### config.mk
export PLATFORM = sky130hd
export DESIGN_NAME = timebase_ctrl_flat
export DESIGN_NICKNAME = d
export VERILOG_FILES = /design/src/rtl/timebase_ctrl_if.sv /design/src/rtl/timebase_ctrl.sv /design/src/flat_wrapper.sv
export SDC_FILE = /design/constraint.sdc
export NUM_CORES = 1
export LEC_CHECK = 0
export ABC_AREA = 1
export CORE_UTILIZATION = 40
export CTS_CLUSTER_DIAMETER = 200
export CTS_CLUSTER_SIZE = 16
export DETAILED_ROUTE_END_ITERATION = 10
export RECOVER_POWER = 50
export SLEW_MARGIN = 0
export SYNTH_ARGS = -nofsm -noshare
export SYNTH_HDL_FRONTEND = slang
export SYNTH_SLANG_ARGS = --single-unit
export TNS_END_PERCENT = 50
### constraint.sdc
create_clock -name clk50 -period 3.3 [get_ports clk50]
set_input_delay 0.33 -clock clk50 [delete_from_list [all_inputs] [get_ports clk50]]
set_output_delay 0.33 -clock clk50 [all_outputs]
set_load 0.03 [all_outputs]
### src/rtl/timebase_ctrl_if.sv
// Bus bundle between the time-base controller and its neighbours: direction strobes and busy
// flag in, sample strobe and active time/div index out.
interface timebase_ctrl_if #(
    parameter int IDX_W = 3
);
    logic [1:0]       dir;
    logic             capture_busy;
    logic             sample_tick;
    logic [IDX_W-1:0] tb_index;
    logic             tb_update;
    logic             pending;

    modport master (
        output dir, capture_busy,
        input  sample_tick, tb_index, tb_update, pending
    );

    modport slave (
        input  dir, capture_busy,
        output sample_tick, tb_index, tb_update, pending
    );
endinterface

### src/rtl/timebase_ctrl.sv
// DSO time-base controller: steps a time/div index from direction strobes and divides clk50 into
// sample_tick. Optional macro TB_WRAP_EN makes the requested index wrap instead of saturating.
module timebase_ctrl #(
    parameter int NUM_STEPS = 8,
    parameter int INIT_IDX  = 0,
    parameter int BASE_DIV  = 4,
    parameter int DIV_W     = 16,
    parameter int IDX_W     = 3
) (
    input  logic           clk50,
    input  logic           rst_n,
    timebase_ctrl_if.slave bus
);
    typedef enum logic {RUN, PEND} state_t;

    localparam logic [IDX_W-1:0] MAX_IDX = IDX_W'(NUM_STEPS - 1);
    localparam logic [IDX_W-1:0] RST_IDX = IDX_W'(INIT_IDX);
    localparam logic [DIV_W-1:0] BASE    = DIV_W'(BASE_DIV);

    state_t           state;
    state_t           state_next;
    logic [IDX_W-1:0] req_idx;
    logic [IDX_W-1:0] req_next;
    logic [IDX_W-1:0] act_idx;
    logic [IDX_W-1:0] act_next;
    logic [DIV_W-1:0] cnt;
    logic [DIV_W-1:0] div;
    logic             term;
    logic             mismatch;
    logic             apply;
    logic             sample_tick;
    logic             tb_update;
    logic             pending;

    assign div      = BASE << act_idx;
    assign term     = (cnt == div - DIV_W'(1));
    assign mismatch = (req_idx != act_idx);

    // Direction strobes only move the requested index; the active one follows at a period boundary.
    always_comb begin
        req_next = req_idx;
        if (bus.dir == 2'b10) begin
`ifdef TB_WRAP_EN
            req_next = (req_idx == MAX_IDX) ? '0 : req_idx + IDX_W'(1);
`else
            if (req_idx != MAX_IDX) req_next = req_idx + IDX_W'(1);
`endif
        end else if (bus.dir == 2'b01) begin
`ifdef TB_WRAP_EN
            req_next = (req_idx == '0) ? MAX_IDX : req_idx - IDX_W'(1);
`else
            if (req_idx != '0) req_next = req_idx - IDX_W'(1);
`endif
        end
    end

    always_comb begin
        state_next = state;
        apply      = 1'b0;
        case (state)
            RUN: begin
                if (mismatch) state_next = PEND;
            end
            PEND: begin
                if (!mismatch) begin
                    state_next = RUN;
                end else if (term && !bus.capture_busy) begin
                    apply      = 1'b1;
                    state_next = RUN;
                end
            end
            default: state_next = RUN;
        endcase
    end

    assign act_next = apply ? req_idx : act_idx;

    // The apply edge is also the terminal count, so the counter restart serves both cases.
    always_ff @(posedge clk50) begin
        if (!rst_n) begin
            state       <= RUN;
            req_idx     <= RST_IDX;
            act_idx     <= RST_IDX;
            cnt         <= '0;
            sample_tick <= 1'b0;
            tb_update   <= 1'b0;
            pending     <= 1'b0;
        end else begin
            state       <= state_next;
            req_idx     <= req_next;
            act_idx     <= act_next;
            cnt         <= term ? '0 : cnt + DIV_W'(1);
            sample_tick <= term;
            tb_update   <= apply;
            pending     <= (req_next != act_next);
        end
    end

    assign bus.sample_tick = sample_tick;
    assign bus.tb_index    = act_idx;
    assign bus.tb_update   = tb_update;
    assign bus.pending     = pending;
endmodule

### src/flat_wrapper.sv
// flat-port wrapper written by rule: the top's interface ports become plain ports
module timebase_ctrl_flat 
#(
    parameter int NUM_STEPS = 8,
    parameter int INIT_IDX  = 0,
    parameter int BASE_DIV  = 4,
    parameter int DIV_W     = 16,
    parameter int IDX_W     = 3
)
  (clk50, rst_n, bus_dir, bus_capture_busy, bus_sample_tick, bus_tb_index, bus_tb_update, bus_pending);
  timebase_ctrl_if #(.IDX_W(IDX_W)) bus_i ();
  input  logic clk50;
  input  logic rst_n;
  input wire logic [$bits(bus_i.dir)-1:0] bus_dir;
  input wire logic [$bits(bus_i.capture_busy)-1:0] bus_capture_busy;
  output wire logic [$bits(bus_i.sample_tick)-1:0] bus_sample_tick;
  output wire logic [$bits(bus_i.tb_index)-1:0] bus_tb_index;
  output wire logic [$bits(bus_i.tb_update)-1:0] bus_tb_update;
  output wire logic [$bits(bus_i.pending)-1:0] bus_pending;
  assign bus_i.dir = bus_dir;
  assign bus_i.capture_busy = bus_capture_busy;
  assign bus_sample_tick = bus_i.sample_tick;
  assign bus_tb_index = bus_i.tb_index;
  assign bus_tb_update = bus_i.tb_update;
  assign bus_pending = bus_i.pending;
  timebase_ctrl #(.NUM_STEPS(NUM_STEPS), .INIT_IDX(INIT_IDX), .BASE_DIV(BASE_DIV), .DIV_W(DIV_W), .IDX_W(IDX_W)) u_core (.clk50(clk50), .rst_n(rst_n), .bus(bus_i));
endmodule
==> results.sh, run 1 <==
export IMPL_io_buffer_count=10
export IMPL_synth_flop_cell="dfxtp_1"
export IMPL_crit_top_cell="nand2_1"
export IMPL_utilization=0.483
export IMPL_critPathKind="flop to flop"
export IMPL_path_clk_slew_ps=90
export IMPL_worstHoldPathType="flop to flop"
export IMPL_post_cts_buffers=0
export IMPL_hold_depth=1
export IMPL_clockBufferDepth=2
export IMPL_hpwl_um=2570
export IMPL_r2r_start="u_core.bus.tb_index[2]"
export IMPL_yosysWarnings=0
export IMPL_peakVddDrop_v=0.000255
export IMPL_worst_r2r_cell_count=17
export IMPL_drc_errors=0
export IMPL_fmax_mhz=391
export IMPL_rsz0062_at_grt="no"
export IMPL_die_x_um=65.7
export IMPL_grt_max_degree=16
export IMPL_finalNonFillerCells=318
export IMPL_gp_congestion=0.848
export IMPL_coreArea_mm2=0.00377
export IMPL_avgSynthCellArea_um2=6.27
export IMPL_drt_wl_total_um=3380
export IMPL_slowest_stage="dfxtp_1"
export IMPL_path_max_fanout=12
export IMPL_reg2reg_slack_ps=750
export IMPL_nNetsFinal=281
export IMPL_setup_tns_ps=0
export IMPL_timing_rr_end="u_core.bus.pending"
export IMPL_path_cells="inv_1 > nand3_1 > ha_1 > nand2_1 > inv_1 > nor2_1 > nand2_1 > nor2_1 > nand2_1 > nor2_1 > nand4_1 > nand2_1 > nand2_1 > nand2_1 > nand2_1 > nor2_1 > a21oi_1"
export IMPL_hold_viol=0
export IMPL_clockRootBuffer="clkbuf_8"
export IMPL_num_vias=1512
export IMPL_cp_arrival_ps=2710
export IMPL_die_h_um=65.7
export IMPL_drive_gt1_frac=0.0444
export IMPL_startpoint="u_core.bus.tb_index[2]"
export IMPL_setup_ws_ps=745
export IMPL_period_needed_ps=2550
export IMPL_maxCapViolations=0
export IMPL_synth_nets=269
export IMPL_power_density_mw_per_mm2=392
export IMPL_design_area_mm2=0.00182
export IMPL_p_total_mw=0.713
export IMPL_place_ws_ps=813
export IMPL_min_from="u_core.cnt[0]"
export IMPL_dr_first_iter_drc_count=70
export IMPL_cts_resized=0
export IMPL_antenna_found_initial=0
export IMPL_initial_core_util=0.430
export IMPL_synth_edf_count=0
export IMPL_holdPathEnd="u_core.cnt[0]"
export IMPL_crit_path_end_kind="flop"
export IMPL_fin_worst_skew_ps=3.74
export IMPL_grt_pass1_vias=1352
export IMPL_cts_sink_count=26
export IMPL_cpPeakStageDelay_ps=550
export IMPL_status="finished clean"
export IMPL_post_route_period_util=0.774
export IMPL_h_tree_depth=1
export IMPL_worstSkewPairLatency_ps=270
export IMPL_ys_types=29
export IMPL_cts_hold_buf=0
export IMPL_synth_seq_cells=26
export IMPL_syn_inst=259
export IMPL_die_area_mm2=0.00432
export IMPL_worst_pin_slew_ps=511
export IMPL_ys_seq_area_frac=0.321
export IMPL_async_flop_share=0
export IMPL_critical_path_startpoint_type="flop"
export IMPL_fin_hold_ws_ps=454
export IMPL_relSlewSlack=0.658
export IMPL_grtUsageTotal=0.177
export IMPL_crit_required_ps=3460
export IMPL_post_dp_cell_area_mm2=0.00176
export IMPL_syn_area_mm2=0.00162
export IMPL_overflow=0
export IMPL_slew_viol_final=0
export IMPL_ant_nets=0
export IMPL_leakage_nw=0.882
export IMPL_cts_inserted_buffers=3
export IMPL_diodes=0
export IMPL_tritoncts="yes"
export IMPL_grt_pass1_wl_um=5890
export IMPL_rows=22
export IMPL_wl_per_cell_um=10.6
export IMPL_drt_pass1_iter_count=4
export IMPL_setup_viol=0
export IMPL_vias_per_cell=4.75
export IMPL_area_growth_pct=12.2
export IMPL_io_pins=11
export IMPL_dp_cells=314
[how the worst max path moves through the flow]
| stage | to | slack (ps) |
|---|---|---|
| after floorplan | u_core.bus.pending | 1160 |
| after global placement | u_core.bus.pending | 800 |
| after detailed placement | u_core.bus.pending | 810 |
| after CTS | u_core.bus.pending | 730 |
| after global routing | u_core.cnt[12] | 380 |
| final | u_core.bus.pending | 750 |
[report_power, final]
part           leakage, nW  internal [mW]  switching, mW
clock network       0.0357          0.162          0.102
logic                0.635         0.0417         0.0685
registers            0.211          0.327         0.0108
[final cells by class]
| cell class | instances | area (um^2) |
|---|---|---|
| Tap cell | 48 | 60.1 |
| Clock buffer | 3 | 41.3 |
| Multi-Input combinational cell | 187 | 907 |
| Sequential cell | 26 | 520 |
| Fill cell | 402 | 1950 |
| Inverter | 43 | 161 |
| Timing Repair Buffer | 10 | 100 |
| Clock inverter | 1 | 30.0 |
[cell usage in the layout, fill, tap and decap left out]
master | netlist | final
nand2_1 | 80 | 80
inv_1 | 40 | 40
nor2_1 | 40 | 40
dfxtp_1 | 26 | 26
nand3_1 | 16 | 17
a21oi_1 | 9 | 9
nand4_1 | 7 | 7
dlygate4sd3_1 | 0 | 6
xor2_1 | 5 | 5
ha_1 | 5 | 5
nor3_1 | 3 | 4
clkdlybuf4s50_1 | 0 | 4
inv_2 | 3 | 3
xnor2_1 | 3 | 3
nor3b_1 | 3 | 3
clkbuf_8 | 0 | 3
o21ai_0 | 2 | 2
nand3_2 | 2 | 1
nor3_2 | 2 | 1
or2_0 | 1 | 1
nand2_2 | 1 | 1
nor4_2 | 1 | 1
nor4_1 | 1 | 1
o21bai_1 | 1 | 1
o21a_1 | 1 | 1
o211ai_1 | 1 | 1
nor2_2 | 1 | 1
a32oi_1 | 1 | 1
o32ai_1 | 1 | 1
bufinv_16 | 0 | 1
[cells in the mapped netlist (2+ instances only)]
cell / n / area [um^2]
a21oi_1: 9 / 45.0
dfxtp_1: 26 / 521
ha_1: 5 / 62.6
inv_1: 40 / 150
inv_2: 3 / 11.3
nand2_1: 80 / 300
nand3_1: 16 / 80.1
nand3_2: 2 / 20.0
nand4_1: 7 / 43.8
nor2_1: 40 / 150
nor3_1: 3 / 15.0
nor3_2: 2 / 20.0
nor3b_1: 3 / 22.5
o21ai_0: 2 / 10.0
xnor2_1: 3 / 26.3
xor2_1: 5 / 43.8
[kinds of logic after synthesis]
| kind of cell | count (synthesis) | share of synthesized area |
|---|---|---|
| XOR/XNOR | 8 | 0.0432 |
| buffers and inverters | 46 | 0.114 |
| adder cells (fa/ha/maj) | 5 | 0.0386 |
| AO/OA/AOI/OAI | 16 | 0.0586 |
| AND/OR/NAND/NOR | 158 | 0.425 |
| flip-flops | 26 | 0.321 |
[per-layer routing]
layer / routed length, um / track usage / up-vias
li1: - / - / 828
met1: 1810 / 0.250 / 651
met2: 1390 / 0.272 / 31
met3: 167 / 0.0382 / 2
met4: 17 / 0.0408 / 0
met5: 0 / 0 / -
[worst max-delay path: cells and delay by family, from the launching register on]
| family | cells | cell delay [ps] |
|---|---|---|
| flip-flops | 1 | 550 |
| buffers and inverters | 2 | 230 |
| adder cells (fa/ha/maj) | 1 | 280 |
| AND/OR/NAND/NOR | 13 | 1330 |
| AO/OA/AOI/OAI | 1 | 70 |
[registers in the layout (all words and copies together) (netlist names)]
register and flops:
u_core.bus.pending 1, u_core.bus.sample_tick 1, u_core.bus.tb_index 3, u_core.bus.tb_update 1, u_core.cnt 16, u_core.req_idx 3
u_core.state 1
No activity file was read; power rests on OpenSTA's default activity.
==> run 2: changes to the inputs <==
==> constraint.sdc (replaced) <==
create_clock -name clk50 -period 2.3 [get_ports clk50]
set_input_delay 0.23 -clock clk50 [delete_from_list [all_inputs] [get_ports clk50]]
set_output_delay 0.23 -clock clk50 [all_outputs]
set_load 0.03 [all_outputs]
==> run 2 against run 1 <==
Net effect:
- critical path depth unchanged
- clock-buffer cell count rose by 1
- worst setup slack got worse by 530 ps
- utilization is 2.1 points higher
- sequential power grew 43%
- final area rose by 4.4%
- non-clock buffer count is 9 higher
- first-iteration DRC count fell by 4.3%
- wire length fell by 1.7%
- via count shrank 1.3%
- largest cell class unchanged
- largest power group unchanged
- highest routed layer unchanged
==> results.sh, run 2 (same netlist as run 1, synthesis figures left out) <==
export IMPL_status="finished clean"
export IMPL_switching_share=0.272
export IMPL_r2r_start="u_core.bus.tb_index[0]"
export IMPL_setup_tns_ps=0
export IMPL_wl_per_cell_um=10.2
export IMPL_post_route_period_util=0.908
export IMPL_cts_hold_buf=0
export IMPL_die_area_mm2=0.00432
export IMPL_setup_viol=0
export IMPL_critPathBufInv=2
export IMPL_worst_r2r_cell_count=17
export IMPL_crit_required_ps=2460
export IMPL_fill_cells=377
export IMPL_initial_core_util=0.430
export IMPL_fin_worst_skew_ps=3.91
export IMPL_worst_pin_slew_ps=421
export IMPL_drt_pass1_iter_count=4
export IMPL_worstSkewPairLatency_ps=270
export IMPL_hold_viol=0
export IMPL_ant_nets=0
export IMPL_hpwl_um=2600
export IMPL_startpoint="u_core.bus.tb_index[0]"
export IMPL_overflow=0
export IMPL_path_cells="inv_4 > nand3_2 > ha_2 > nand2_1 > inv_1 > nor2_1 > nand2_1 > nor2_1 > nand2_1 > nor2_1 > nand4_1 > nand2_1 > nand2_1 > nand2_1 > nand2_1 > nor2_1 > a21oi_1"
export IMPL_switching_power_mw=0.257
export IMPL_slowest_stage="dfxtp_2"
export IMPL_io_buffer_count=10
export IMPL_relSlewSlack=0.718
export IMPL_cts_inserted_buffers=3
export IMPL_clockRootBuffer="clkbuf_8"
export IMPL_drc_errors=0
export IMPL_cp_arrival_ps=2250
export IMPL_p_clk_frac=0.314
export IMPL_design_area_mm2=0.00190
export IMPL_reg2reg_slack_ps=210
export IMPL_grt_pass1_wl_um=5600
export IMPL_final_common_cell="nand2_1"
export IMPL_power_frac_comb=0.173
export IMPL_grt_pass1_vias=1254
export IMPL_cp_endpoint="u_core.bus.pending"
export IMPL_timing_rr_end="u_core.bus.pending"
export IMPL_place_ws_ps=130
export IMPL_grtUsageTotal=0.172
export IMPL_top_register="u_core.cnt"
export IMPL_rsz0062_at_grt="no"
export IMPL_seq_area_um2=522
export IMPL_multiInputGateArea_um2=920
export IMPL_io_pins=11
export IMPL_antenna_found_initial=0
export IMPL_gp_congestion=0.825
export IMPL_num_vias=1493
export IMPL_post_dp_cell_area_mm2=0.00180
export IMPL_critPathKind="flop to flop"
export IMPL_die_h_um=65.7
export IMPL_area_growth_pct=17.1
export IMPL_path_clk_slew_ps=90
export IMPL_drive_gt1_frac=0.0932
export IMPL_cp_top_family="simple AND/OR/NAND/NOR gates"
export IMPL_final_cell_mix="nand2_1, nor2_1, inv_1, dfxtp_1, nand3_1"
export IMPL_h_tree_depth=1
export IMPL_largest_register_ffs=16
export IMPL_dr_first_iter_drc_count=67
export IMPL_tritoncts="yes"
export IMPL_grt_max_degree=15
export IMPL_critical_path_startpoint_type="flop"
export IMPL_crit_top_cell="nand2_1"
export IMPL_coreArea_mm2=0.00377
export IMPL_hold_depth=1
export IMPL_clockBufferDepth=2
export IMPL_cts_sink_count=26
export IMPL_rows=22
export IMPL_crit_path_end_kind="flop"
export IMPL_period_needed_ps=2090
export IMPL_drt_wl_total_um=3320
export IMPL_worstHoldPathType="flop to flop"
export IMPL_leakage_nw=0.934
export IMPL_pwr_share_seq=0.512
export IMPL_cpPeakStageDelay_ps=360
export IMPL_vias_per_cell=4.57
export IMPL_power_density_mw_per_mm2=498
export IMPL_setup_ws_ps=211
export IMPL_maxCapViolations=0
export IMPL_fmax_mhz=479
export IMPL_peakVddDrop_v=0.000371
export IMPL_p_int_mw=0.689
export IMPL_slew_viol_final=0
export IMPL_die_x_um=65.7
export IMPL_nNetsFinal=290
export IMPL_diodes=0
export IMPL_path_max_fanout=6
export IMPL_cp_num_cells=17
run 2: per-stage QoR:
stage / instances / power [mW] / utilization / hold WS, ps
detailed placement: 318 / 0.660 / 0.478 / 440
CTS: 322 / 0.961 / 0.492 / 454
finish: 327 / 0.946 / 0.504 / 449
global placement: 318 / 0.663 / 0.478 / 430
global route: 327 / 1.00 / 0.504 / 466
floorplan: 259 / 0.612 / - / 356
run 2: worst reg2reg max path, stage by stage, from the launching register on:
cell	delay [ps]
dfxtp_2	360
inv_4	80
nand3_2	80
ha_2	300
nand2_1	90
inv_1	40
nor2_1	80
nand2_1	60
nor2_1	90
nand2_1	50
nor2_1	100
nand4_1	170
nand2_1	150
nand2_1	60
nand2_1	50
nand2_1	50
nor2_1	100
a21oi_1	70
run 2: layout make-up:
class	count	share of cell area
multi-input cells	187	0.484
flip-flops and latches	26	0.275
repair buffers	19	0.0948
inverters	43	0.0862
well taps	48	0.0316
clock buffers	4	0.0290
run 2: per-layer routing:
metal  global-route usage  share of wire
met5                    0              0
met4               0.0734          0.017
met3               0.0365          0.046
met2                0.239           0.39
met1                0.251           0.54
run 2: power groups by stage:
| stage | clock network [mW] | registers (mW) | logic [mW] |
|---|---|---|---|
| 5_1_grt | 0.327 | 0.488 | 0.190 |
| 6_report | 0.297 | 0.485 | 0.164 |
| 2_1_floorplan | 0 | 0.499 | 0.114 |
| 3_5_place_dp | 0 | 0.496 | 0.165 |
| 4_1_cts | 0.311 | 0.485 | 0.166 |
| 3_3_place_gp | 0 | 0.496 | 0.167 |
run 2: repair_timing:
item,4_1_cts,5_1_grt
setup endpoints to repair,0,11
resized for setup,0,4
setup buffers,0,5
run 2: worst min-delay path by stage:
stage	slack, ps	end	from
final	450	u_core.cnt[0]	u_core.cnt[0]
after global routing	470	u_core.cnt[0]	u_core.cnt[0]
after CTS	450	u_core.cnt[0]	u_core.cnt[0]
after detailed placement	440	u_core.cnt[0]	u_core.cnt[0]
after global placement	430	u_core.cnt[0]	u_core.cnt[0]
after floorplan	360	u_core.state	rst_n
